$ cat src/rtl/msk_pipe_reg_pkg.sv
`default_nettype none
// ------------------------------------------------------------------------
// msk_pipe_reg_pkg : share indexing helper and default share count. rev 1.0
// ------------------------------------------------------------------------
package msk_pipe_reg_pkg;

  localparam int DEFAULTSHARES = 2;

  // Share-major bus layout: all bits of share 0 first, then share 1, ...
  function automatic int share_idx(input int bit_j, input int share_k, input int n_bits);
    return share_k * n_bits + bit_j;
  endfunction

endpackage
`default_nettype wire

$ cat src/rtl/msk_pipe_reg_if.sv
`default_nettype none
// ------------------------------------------------------------------------
// msk_pipe_reg_if : masked valid/ready bus with flush and refresh rnd. rev 1.0
// ------------------------------------------------------------------------
interface msk_pipe_reg_if
  import msk_pipe_reg_pkg::*;
#(
  parameter int d     = DEFAULTSHARES,
  parameter int count = 1
);

  logic                     flush;
  logic [count*d-1:0]       in_data;
  logic                     in_valid;
  logic                     in_ready;
  logic [count*(d-1)-1:0]   rnd_in;
  logic [count*d-1:0]       out_data;
  logic                     out_valid;
  logic                     out_ready;

  modport slave (
    input  flush, in_data, in_valid, rnd_in, out_ready,
    output in_ready, out_data, out_valid
  );

  modport master (
    output flush, in_data, in_valid, rnd_in, out_ready,
    input  in_ready, out_data, out_valid
  );

endinterface
`default_nettype wire

$ cat src/rtl/msk_pipe_stage.sv
`default_nettype none
// ------------------------------------------------------------------------
// msk_pipe_stage : one elastic stage (data reg, valid flop, ready). rev 1.0
// ------------------------------------------------------------------------
module msk_pipe_stage #(
  parameter int WIDTH = 2
) (
  input  wire logic             clk,
  input  wire logic             rst_n,
  input  wire logic             flush,
  input  wire logic             up_valid,
  input  wire logic [WIDTH-1:0] up_data,
  input  wire logic             down_ready,
  output logic                  valid,
  output logic [WIDTH-1:0]      data
);

  logic w_ready;

  assign w_ready = ~valid | down_ready;

  // Data only loads behind a real word so bubbles never toggle share flops.
  always_ff @(posedge clk) begin
    if (!rst_n) begin
      valid <= 1'b0;
      data  <= '0;
    end else if (flush) begin
      valid <= 1'b0;
    end else if (w_ready) begin
      valid <= up_valid;
      if (up_valid) begin
        data <= up_data;
      end
    end
  end

endmodule
`default_nettype wire

$ cat src/rtl/msk_pipe_reg.sv
`default_nettype none
// ------------------------------------------------------------------------
// msk_pipe_reg : DEPTH-stage elastic masked register, optional refresh. rev 1.0
// ------------------------------------------------------------------------
module msk_pipe_reg
  import msk_pipe_reg_pkg::*;
#(
  parameter int d       = DEFAULTSHARES,
  parameter int count   = 1,
  parameter int DEPTH   = 1,
  parameter int REFRESH = 0
) (
  input  wire logic      clk,
  input  wire logic      rst_n,
  msk_pipe_reg_if.slave  bus
);

  localparam int W = count * d;

  logic [W-1:0]     w_stage_in;
  logic [W-1:0]     w_data [DEPTH];
  logic [DEPTH-1:0] w_valid;
  logic [DEPTH-1:0] w_down;

  // Each refresh XOR touches exactly one share and randomness only.
  if (REFRESH != 0) begin : g_refresh
    for (genvar j = 0; j < count; j++) begin : g_bit
      for (genvar k = 0; k < d - 1; k++) begin : g_share
        assign w_stage_in[share_idx(j, k, count)] =
          bus.in_data[share_idx(j, k, count)] ^ bus.rnd_in[j*(d-1)+k];
      end
      assign w_stage_in[share_idx(j, d-1, count)] =
        bus.in_data[share_idx(j, d-1, count)] ^ (^bus.rnd_in[j*(d-1) +: (d-1)]);
    end
  end else begin : g_verbatim
    logic w_unused_rnd;
    assign w_stage_in   = bus.in_data;
    assign w_unused_rnd = ^bus.rnd_in;
  end

  for (genvar i = 0; i < DEPTH; i++) begin : g_stage
    logic         w_up_valid;
    logic [W-1:0] w_up_data;

    if (i == 0) begin : g_head
      assign w_up_valid = bus.in_valid;
      assign w_up_data  = w_stage_in;
    end else begin : g_body
      assign w_up_valid = w_valid[i-1];
      assign w_up_data  = w_data[i-1];
    end

    // Ready of the next stage, expanded over downstream valids to avoid a ripple loop.
    if (i == DEPTH - 1) begin : g_tail
      assign w_down[i] = bus.out_ready;
    end else begin : g_inner
      assign w_down[i] = bus.out_ready | ~(&w_valid[DEPTH-1:i+1]);
    end

    msk_pipe_stage #(
      .WIDTH (W)
    ) u_stage (
      .clk        (clk),
      .rst_n      (rst_n),
      .flush      (bus.flush),
      .up_valid   (w_up_valid),
      .up_data    (w_up_data),
      .down_ready (w_down[i]),
      .valid      (w_valid[i]),
      .data       (w_data[i])
    );
  end

  assign bus.in_ready  = (~w_valid[0] | w_down[0]) & rst_n & ~bus.flush;
  assign bus.out_valid = w_valid[DEPTH-1];
  assign bus.out_data  = w_data[DEPTH-1];

endmodule
`default_nettype wire

$ cat src/flat_wrapper.sv
// flat-port wrapper written by rule: the top's interface ports become plain ports
module msk_pipe_reg_flat import msk_pipe_reg_pkg::*;
#(
  parameter int d       = DEFAULTSHARES,
  parameter int count   = 1,
  parameter int DEPTH   = 1,
  parameter int REFRESH = 0
)
  (clk, rst_n, bus_flush, bus_in_data, bus_in_valid, bus_rnd_in, bus_out_ready, bus_in_ready, bus_out_data, bus_out_valid);
  msk_pipe_reg_if #(.d(d), .count(count)) bus_i ();
  input  wire logic clk;
  input  wire logic rst_n;
  input wire logic [$bits(bus_i.flush)-1:0] bus_flush;
  input wire logic [$bits(bus_i.in_data)-1:0] bus_in_data;
  input wire logic [$bits(bus_i.in_valid)-1:0] bus_in_valid;
  input wire logic [$bits(bus_i.rnd_in)-1:0] bus_rnd_in;
  input wire logic [$bits(bus_i.out_ready)-1:0] bus_out_ready;
  output wire logic [$bits(bus_i.in_ready)-1:0] bus_in_ready;
  output wire logic [$bits(bus_i.out_data)-1:0] bus_out_data;
  output wire logic [$bits(bus_i.out_valid)-1:0] bus_out_valid;
  assign bus_i.flush = bus_flush;
  assign bus_i.in_data = bus_in_data;
  assign bus_i.in_valid = bus_in_valid;
  assign bus_i.rnd_in = bus_rnd_in;
  assign bus_i.out_ready = bus_out_ready;
  assign bus_in_ready = bus_i.in_ready;
  assign bus_out_data = bus_i.out_data;
  assign bus_out_valid = bus_i.out_valid;
  msk_pipe_reg #(.d(d), .count(count), .DEPTH(DEPTH), .REFRESH(REFRESH)) u_core (.clk(clk), .rst_n(rst_n), .bus(bus_i));
endmodule
$ cat config.mk
export PLATFORM = sky130hd
export DESIGN_NAME = msk_pipe_reg_flat
export DESIGN_NICKNAME = d
export VERILOG_FILES = /design/src/rtl/msk_pipe_reg_pkg.sv /design/src/rtl/msk_pipe_reg_if.sv /design/src/rtl/msk_pipe_stage.sv /design/src/rtl/msk_pipe_reg.sv /design/src/flat_wrapper.sv
export SDC_FILE = /design/constraint.sdc
export NUM_CORES = 1
export LEC_CHECK = 0
export BUFFER_PORTS_ARGS = -buffer_cell sky130_fd_sc_hd__clkbuf_2
export CORE_AREA = 2 2 39 41
export CTS_BUF_LIST = sky130_fd_sc_hd__clkbuf_2
export DETAILED_ROUTE_END_ITERATION = 10
export DIE_AREA = 0 0 41 43
export PLACE_DENSITY = 0.36
export SYNTH_ARGS = -nofsm -noshare
export SYNTH_HDL_FRONTEND = slang
export SYNTH_SLANG_ARGS = --single-unit
$ cat constraint.sdc
create_clock -name clk -period 1.8 [get_ports clk]
set_clock_uncertainty 0.05 [all_clocks]
set_input_delay 0.18 -clock clk [delete_from_list [all_inputs] [get_ports clk]]
set_output_delay 0.18 -clock clk [all_outputs]
set_load 0.02 [all_outputs]
==> results of run 1 <==
==> metrics by stage <==
| step | setup slack [ns] | power (mW) |
|---|---|---|
| floorplan | 0.757 | 0.0896 |
| global placement | 0.844 | 0.104 |
| detailed placement | 0.803 | 0.105 |
| CTS | 0.618 | 0.204 |
| global route | 0.567 | 0.212 |
| finish | 0.638 | 0.199 |
==> registers in the layout, summed over array words and instances (netlist names) <==
signal                        flops
u_core.g_stage.u_stage.data       2
u_core.g_stage.u_stage.valid      1
==> routing by layer <==
layer	track usage	wire length [µm]
met1	0.0575	155
met2	0.0563	130
met4	0.0400	0
met3	0.0838	79
met5	0	0
==> power by group <==
| part | total [mW] | internal (mW) | switching [mW] |
|---|---|---|---|
| Sequential | 0.0717 | 0.0701 | 0.00156 |
| Clock | 0.0956 | 0.0585 | 0.0371 |
| Combinational | 0.0313 | 0.0147 | 0.0166 |
| Total | 0.199 | 0.143 | 0.0552 |
==> kinds of logic after synthesis <==
kind of cell  after synthesis
simple gates               10
flops                       3
mux                         2
==> worst max-delay path, cell delays in order (launching register included) <==
cell	delay [ns]
dfxtp_1	0.32
nor2b_4	0.18
nor2_1	0.06
clkbuf_2	0.15
==> layout by cell type, fill, tap and decap left out <==
| master | n |
|---|---|
| dfxtp_1 | 3 |
| nor3b_4 | 1 |
| mux2i_1 | 2 |
| nand2b_1 | 1 |
| nor2_1 | 3 |
| nor2b_4 | 1 |
| nand2_1 | 4 |
| clkbuf_2 | 14 |
==> cells in the mapped netlist, drive strengths merged <==
master	count	area [µm²]
mux2i	2	20.0
nor2	3	11.3
dfxtp	3	60.1
nor2b	1	13.8
nor3b	1	18.8
nand2b	1	6.26
nand2	4	15.0
==> layout make-up <==
cell class              instances  area, µm²  area share
multi-input cells              12       85.1       0.362
repair buffers                 10       50.0       0.213
flip-flops and latches          3       60.1       0.255
clock buffers                   4       20.0      0.0851
well taps                      16       20.0      0.0851
==> worst min path at each step <==
stage                   startpoint                           endpoint  cells after the start
floorplan             bus_in_valid    u_core.g_stage[0].u_stage.valid                      2
global placement      bus_in_valid    u_core.g_stage[0].u_stage.valid                      3
detailed placement    bus_in_valid    u_core.g_stage[0].u_stage.valid                      3
CTS                 bus_in_data[1]  u_core.g_stage[0].u_stage.data[1]                      3
global route        bus_in_data[1]  u_core.g_stage[0].u_stage.data[1]                      3
finish              bus_in_data[1]  u_core.g_stage[0].u_stage.data[1]                      3
==> impl_metrics.yaml, run 1 <==
placed_design:
  dp.cells: 41
  dp.final_hpwl_um: 295
  placed_area_um2: 215
  globalplace.congestion: 0.568
  portBuffers: 10
status:
  run_status: "finished clean"
yosys:
  ys_ff_latch: 3
  synth-simple-area-share: 0.448
  synth.avg_cell_area_um2: 9.68
  syn_area_um2: 145
  ys_types: 7
  synthXorXnorAreaFrac: 0
  yosysWarnings: 0
  ys_seq_area_frac: 0.414
  syn-num-nets: 23
  synthCells: 15
  synth_compound_area_frac: 0
  synthMuxAreaShare: 0.138
  synthAdderAreaFrac: 0
  synth_top_family_by_area: "simple AND/OR/NAND/NOR gates"
setup_path:
  startpoint_type: "register"
  end_kind: "output pin"
  r2r-end: "u_core.g_stage[0].u_stage.data[0]"
  worst-path-max-fanout: 3
  cp_data_arrival_time_ns: 0.93
  r2r_start: "u_core.g_stage[0].u_stage.valid"
  r2r_slack_ns: 0.81
  endpoint: "bus_in_ready"
  critical_path_required_ns: 1.57
  reg2regPathDepth: 3
  cp-startpoint: "u_core.g_stage[0].u_stage.valid"
  crit_type: "reg -> out"
clocking:
  cts_inserted_buffers: 3
  ctsHoldBuffers: 0
  cts-root-buf: "clkbuf_2"
  post_cts_resized: 0
  clk_path_buf_depth: 2
  cts_max_level: 1
  cts_tree: "done"
  insertion_delay_ns: 0.21
  path_clk_slew_ns: 0.04
  cts_sinks: 3
  postCtsSetupBuffers: 0
floorplanning:
  initial_utilization: 0.105
  rows: 14
  die_area_mm2: 0.00176
  fp.dieH_um: 43
  core_area_mm2: 0.00138
  die_w_um: 41
  io_pins: 12
sta:
  fin_crit_ns: 1.16
  slew_viol_final: 0
  fin_crit_sh: 0.646
  holdWs_ns: 0.156
  final_hold_viol_count: 0
  tns_ns: 0
  rsz0062_at_grt: "no"
  relSlewSlack: 0.871
  tightest_slew_ns: 0.193
  clock.fmax_ghz: 0.860
  setup_viol: 0
grt:
  grt_pass1_vias: 141
  antenna_found_initial: 0
  grtUsageTotal: 0.0581
  grt_max_degree: 6
  overflow: 0
  grt_pass1_wl_um: 600
detailed_routing:
  drt-total-wl_um: 364
  drt_iter0_markers: 4
  wl_per_cell_um: 8.09
  drc: 0
  drt-vias-per-instance: 3.31
  ant_nets: 0
  vias: 149
  drtPass1Iterations: 4
power_and_ir_drop:
  total_leakage_power_nw: 0.115
  ir_worst_vdd_mv: 0.255
  powerDensity_mw_per_mm2: 844
min_path:
  hold_class: "in -> reg"
layout:
  final_cells: 45
  n_antenna_cell: 0
  syn_to_final_growth_pct: 62.1
  n_fill_cell: 155
  stdcell_area_um2: 235
  drive_gt1_frac: 0.552
  nets: 38
  fin_util: 0.170
flow_run:
  cap_violations: 0
(Power assumes the default switching activity.)
==> run 2: changes to the inputs <==
- ABC_AREA: not set -> 1
- PLACE_DENSITY: 0.36 -> 0.37
- clock period: 1.8 -> 1 ns (I/O delays scaled with it)
==> impl_metrics.yaml, run 2 <==
status:
  run_status: "finished clean"
sta:
  rsz0062_at_grt: "yes"
  holdWs_ns: 0.0868
  final_hold_viol_count: 0
  fin_crit_ns: 0.941
  fin_crit_sh: 0.941
  clock.fmax_ghz: 1.06
  setup_viol: 0
  tns_ns: 0
  tightest_slew_ns: 0.123
  relSlewSlack: 0.918
  slew_viol_final: 0
min_path:
  hold_class: "in -> reg"
  holdPathStages: 3
  min_to: "u_core.g_stage[0].u_stage.data[1]"
  hold_start: "rst_n"
detailed_routing:
  drt-total-wl_um: 354
  wl_per_cell_um: 6.94
  drt_iter0_markers: 1
  drc: 0
  drtPass1Iterations: 2
  ant_nets: 0
  vias: 167
  drt-vias-per-instance: 3.27
yosys:
  ys_ff_latch: 3
  yosys-top-cells-count: "a21oi_1 (4), clkinv_1 (3), dfxtp_1 (3), nand2_1 (3)"
  ys_types: 9
  ys_seq_area_frac: 0.414
  synth_edf_count: 0
  synth_area_leaders: "dfxtp_1 (41%), a21oi_1 (14%), clkinv_1 (7.8%), nand2_1 (7.8%), nor2_4 (7.8%)"
  synthMostInstantiatedCell: "a21oi_1"
  syn_area_um2: 145
  yosysTopAreaCell: "dfxtp_1"
  synth.avg_cell_area_um2: 6.91
  async_flop_share: 0
  yosysWarnings: 0
  synthCells: 21
  synth.top_cell.area_share: 0.414
  synth_top_flop_cell: "dfxtp_1"
  syn-num-nets: 29
floorplanning:
  rows: 14
  io_pins: 12
  fp.dieH_um: 43
  core_area_mm2: 0.00138
  initial_utilization: 0.105
  die_w_um: 41
  die_area_mm2: 0.00176
clocking:
  insertion_delay_ns: 0.20
  cts_inserted_buffers: 3
  cts_max_level: 1
  cts_sinks: 3
  ctsHoldBuffers: 0
  clk_path_buf_depth: 2
  cts_tree: "done"
  path_clk_slew_ns: 0.04
  cts-root-buf: "clkbuf_2"
  postCtsSetupBuffers: 0
setup_path:
  r2r_slack_ns: 0.20
  end_kind: "output pin"
  worst-path-max-fanout: 3
  crit_type: "reg -> out"
  critical_path_required_ns: 0.85
  r2r_start: "u_core.g_stage[0].u_stage.valid"
  reg2regPathDepth: 3
  cp_data_arrival_time_ns: 0.79
  r2r-end: "u_core.g_stage[0].u_stage.data[0]"
  startpoint_type: "register"
power_and_ir_drop:
  power.switching_mw: 0.104
  swShare: 0.286
  p_comb_frac: 0.175
  seqPwrFrac: 0.364
  powerDensity_mw_per_mm2: 1500
  total_leakage_power_nw: 0.126
  ir_worst_vdd_mv: 0.652
  total_power_mw: 0.364
  intPower_mw: 0.260
  p_clk_frac: 0.461
layout:
  final_cell_mix: "clkbuf_2 (13), clkinv_1 (3), nand2_1 (3), a21oi_1 (3)"
  largest_reg_flops: 2
  n_antenna_cell: 0
  final_cells: 51
  largestRegisters: "u_core.g_stage.u_stage.data (2), u_core.g_stage.u_stage.valid (1)"
  multi_input_area_um2: 70.1
  n_fill_cell: 168
  layout_commonest_cell: "clkbuf_2"
  regMostFlops: "u_core.g_stage.u_stage.data"
  syn_to_final_growth_pct: 67.2
  nets: 44
  fin_util: 0.175
  ff_latch_area_um2: 61.3
  drive_gt1_frac: 0.514
grt:
  antenna_found_initial: 0
  grt_max_degree: 6
  grtUsageTotal: 0.0582
  overflow: 0
  grt_pass1_wl_um: 552
  grt_pass1_vias: 138
placed_design:
  portBuffers: 10
  dp.final_hpwl_um: 279
  dp.cells: 47
  globalplace.congestion: 0.660
flow_run:
  cap_violations: 0
run 2: per-layer routing:
metal / vias to the layer above / track usage / share of wire
met5: - / 0 / 0
met4: 0 / 0.0400 / 0
met3: 0 / 0.0942 / 0.14
met2: 8 / 0.0625 / 0.40
met1: 68 / 0.0449 / 0.46
li1: 91 / - / -
run 2: how the worst max path moves through the flow:
stage,startpoint,end,slack (ns),cells past startpoint
floorplan,u_core.g_stage[0].u_stage.valid,u_core.g_stage[0].u_stage.data[0],0.08,3
global placement,u_core.g_stage[0].u_stage.valid,u_core.g_stage[0].u_stage.data[1],0.19,3
detailed placement,u_core.g_stage[0].u_stage.valid,u_core.g_stage[0].u_stage.data[1],0.19,3
CTS,u_core.g_stage[0].u_stage.valid,bus_in_ready,0.005,2
global route,u_core.g_stage[0].u_stage.valid,bus_in_ready,-0.004,2
finish,u_core.g_stage[0].u_stage.valid,bus_in_ready,0.06,2
run 2: logic make-up after synthesis:
family / synth area share
AO/OA/AOI/OAI: 0.138
buffers and inverters: 0.129
AND/OR/NAND/NOR: 0.319
flip-flops: 0.414
run 2: worst max-delay path, cell delays in order (launching register included):
cell and delay, ns:
dfxtp_2 0.33, a21oi_2 0.12, buf_4 0.14
run 2: area by class of cell:
cell class / count / area share
multi-input cells: 13 / 0.289
flip-flops and latches: 3 / 0.253
repair buffers: 10 / 0.216
clock buffers: 4 / 0.0825
well taps: 16 / 0.0825
inverters: 5 / 0.0773
run 2: per-stage QoR:
step,setup slack [ns],area [µm²]
detailed placement,0.193,215
floorplan,0.0837,145
global route,-0.00374,243
finish,0.0585,243
CTS,0.00520,235
global placement,0.188,215
run 2: power by group through the flow:
stage	sequential, mW	clock, mW	combinational, mW
after global placement	0.134	0	0.0619
after detailed placement	0.134	0	0.0621
final	0.132	0.168	0.0637
after floorplan	0.142	0	0.0263
after CTS	0.132	0.181	0.0624
after global routing	0.133	0.204	0.0710
run 2: what timing repair did:
| item | in CTS | in global routing |
|---|---|---|
| resized for setup | 0 | 4 |
| hold endpoints to repair | 0 | 0 |
| setup endpoints to repair | 0 | 1 |
==> run 3: changes to the inputs <==
- clock period: 1 -> 0.8 ns (I/O delays scaled with it)
==> impl_metrics.yaml, run 3 (synthesized netlist as in run 2, its figures left out) <==
min_path:
  hold_class: "in -> reg"
clocking:
  cts-root-buf: "clkbuf_2"
  ctsHoldBuffers: 0
  cts_inserted_buffers: 3
  cts_max_level: 1
  path_clk_slew_ns: 0.04
  cts_sinks: 3
  insertion_delay_ns: 0.20
  clk_path_buf_depth: 2
  cts_tree: "done"
detailed_routing:
  drt-vias-per-instance: 3.36
  drc: 0
  ant_nets: 0
  vias: 178
  wl_per_cell_um: 7.92
  drtPass1Iterations: 1
  drt_iter0_markers: 0
  drt-total-wl_um: 420
sta:
  rsz0062_at_grt: "yes"
  slew_viol_final: 0
  tightest_slew_ns: 0.174
  fin_ws_ns: -0.156
  final_hold_viol_count: 0
  fin_crit_sh: 1.19
  holdWs_ns: 0.0693
  relSlewSlack: 0.884
  clock.fmax_ghz: 1.05
  fin_crit_ns: 0.956
  setup_viol: 2
floorplanning:
  initial_utilization: 0.105
  fp.dieH_um: 43
  rows: 14
  die_w_um: 41
  core_area_mm2: 0.00138
  io_pins: 12
  die_area_mm2: 0.00176
layout:
  syn_to_final_growth_pct: 116
  n_fill_cell: 149
  fin_util: 0.227
  largestRegisters: "u_core.g_stage.u_stage.data (2), u_core.g_stage.u_stage.valid (1)"
  layout_commonest_cell: "clkbuf_2"
  ff_latch_area_um2: 66.3
  drive_gt1_frac: 0.703
  n_antenna_cell: 0
  nets: 46
  multi_input_area_um2: 92.6
  final_cell_mix: "clkbuf_2 (10), clkinv_1 (3), nand2_1 (3), a21oi_2 (3)"
  regMostFlops: "u_core.g_stage.u_stage.data"
  largest_reg_flops: 2
power_and_ir_drop:
  swShare: 0.294
  intPower_mw: 0.352
  power.switching_mw: 0.147
  p_clk_frac: 0.428
  seqPwrFrac: 0.337
  powerDensity_mw_per_mm2: 1590
  total_leakage_power_nw: 0.156
  p_comb_frac: 0.235
  ir_worst_vdd_mv: 0.434
placed_design:
  globalplace.congestion: 0.621
  portBuffers: 10
grt:
  overflow: 0
  grt_pass1_vias: 172
  use_met3: 0.0524
  grtUsageTotal: 0.0663
  grt_max_degree: 6
  grtUsageMet1: 0.0774
  grt-busiest-layer: "met4"
  grt_pass1_wl_um: 690
  met2_usage: 0.0625
  antenna_found_initial: 0
setup_path:
  startpoint_type: "register"
  end_kind: "output pin"
  cp_data_arrival_time_ns: 0.83
  crit_type: "reg -> out"
  critical_path_required_ns: 0.67
  worst-path-max-fanout: 3
status:
  run_status: "complete, but fails checks"
  violations: "negative setup slack"
flow_run:
  cap_violations: 0
[run 3: what timing repair did]
action | CTS | global route
buffers inserted | 0 | 2
pin swaps | 0 | 4
setup endpoints to repair | 4 | 6
resized for setup | 9 | 6
[run 3: cell type report]
cell class / count / area share
Clock buffer: 4 / 0.0637
Inverter: 5 / 0.0598
Multi-Input combinational cell: 13 / 0.295
Sequential cell: 3 / 0.211
Tap cell: 16 / 0.0637
Timing Repair Buffer: 12 / 0.307
[run 3: power groups by stage]
stage	registers [mW]	clock network [mW]	logic (mW)
floorplan	0.178	0	0.0359
global placement	0.167	0	0.0808
detailed placement	0.167	0	0.0806
CTS	0.166	0.229	0.0969
global route	0.169	0.240	0.128
finish	0.168	0.213	0.117
[run 3: per-layer routing]
metal  up-vias  share of wire
met4         0              0
met3         0           0.13
met5         -              0
li1         96              -
met1        71           0.53
met2        11           0.34
[run 3: worst max-delay path, cell delays in order, from the launching register on]
cell and delay, ns:
dfxtp_4 0.35, a21oi_2 0.12, clkbuf_8 0.15
[run 3: path summary, 6_finish.rpt]
path,start,to,slack (ns),cells after the start
min reg2reg,u_core.g_stage[0].u_stage.valid,u_core.g_stage[0].u_stage.valid,0.49,2
max reg2reg,u_core.g_stage[0].u_stage.valid,u_core.g_stage[0].u_stage.data[0],0.03,4
min,rst_n,u_core.g_stage[0].u_stage.data[1],0.07,3
max,u_core.g_stage[0].u_stage.valid,bus_in_ready,-0.16,2
[run 3: stage by stage]
step / power, mW / setup slack, ns / cells / setup TNS, ns / area (µm²)
floorplan: 0.214 / 0.0126 / 21 / 0 / 158
global placement: 0.248 / 0.0306 / 47 / 0 / 228
detailed placement: 0.247 / 0.0215 / 47 / 0 / 228
CTS: 0.492 / -0.182 / 51 / -0.292 / 279
global route: 0.537 / -0.202 / 53 / -0.385 / 314
finish: 0.499 / -0.156 / 53 / -0.211 / 314
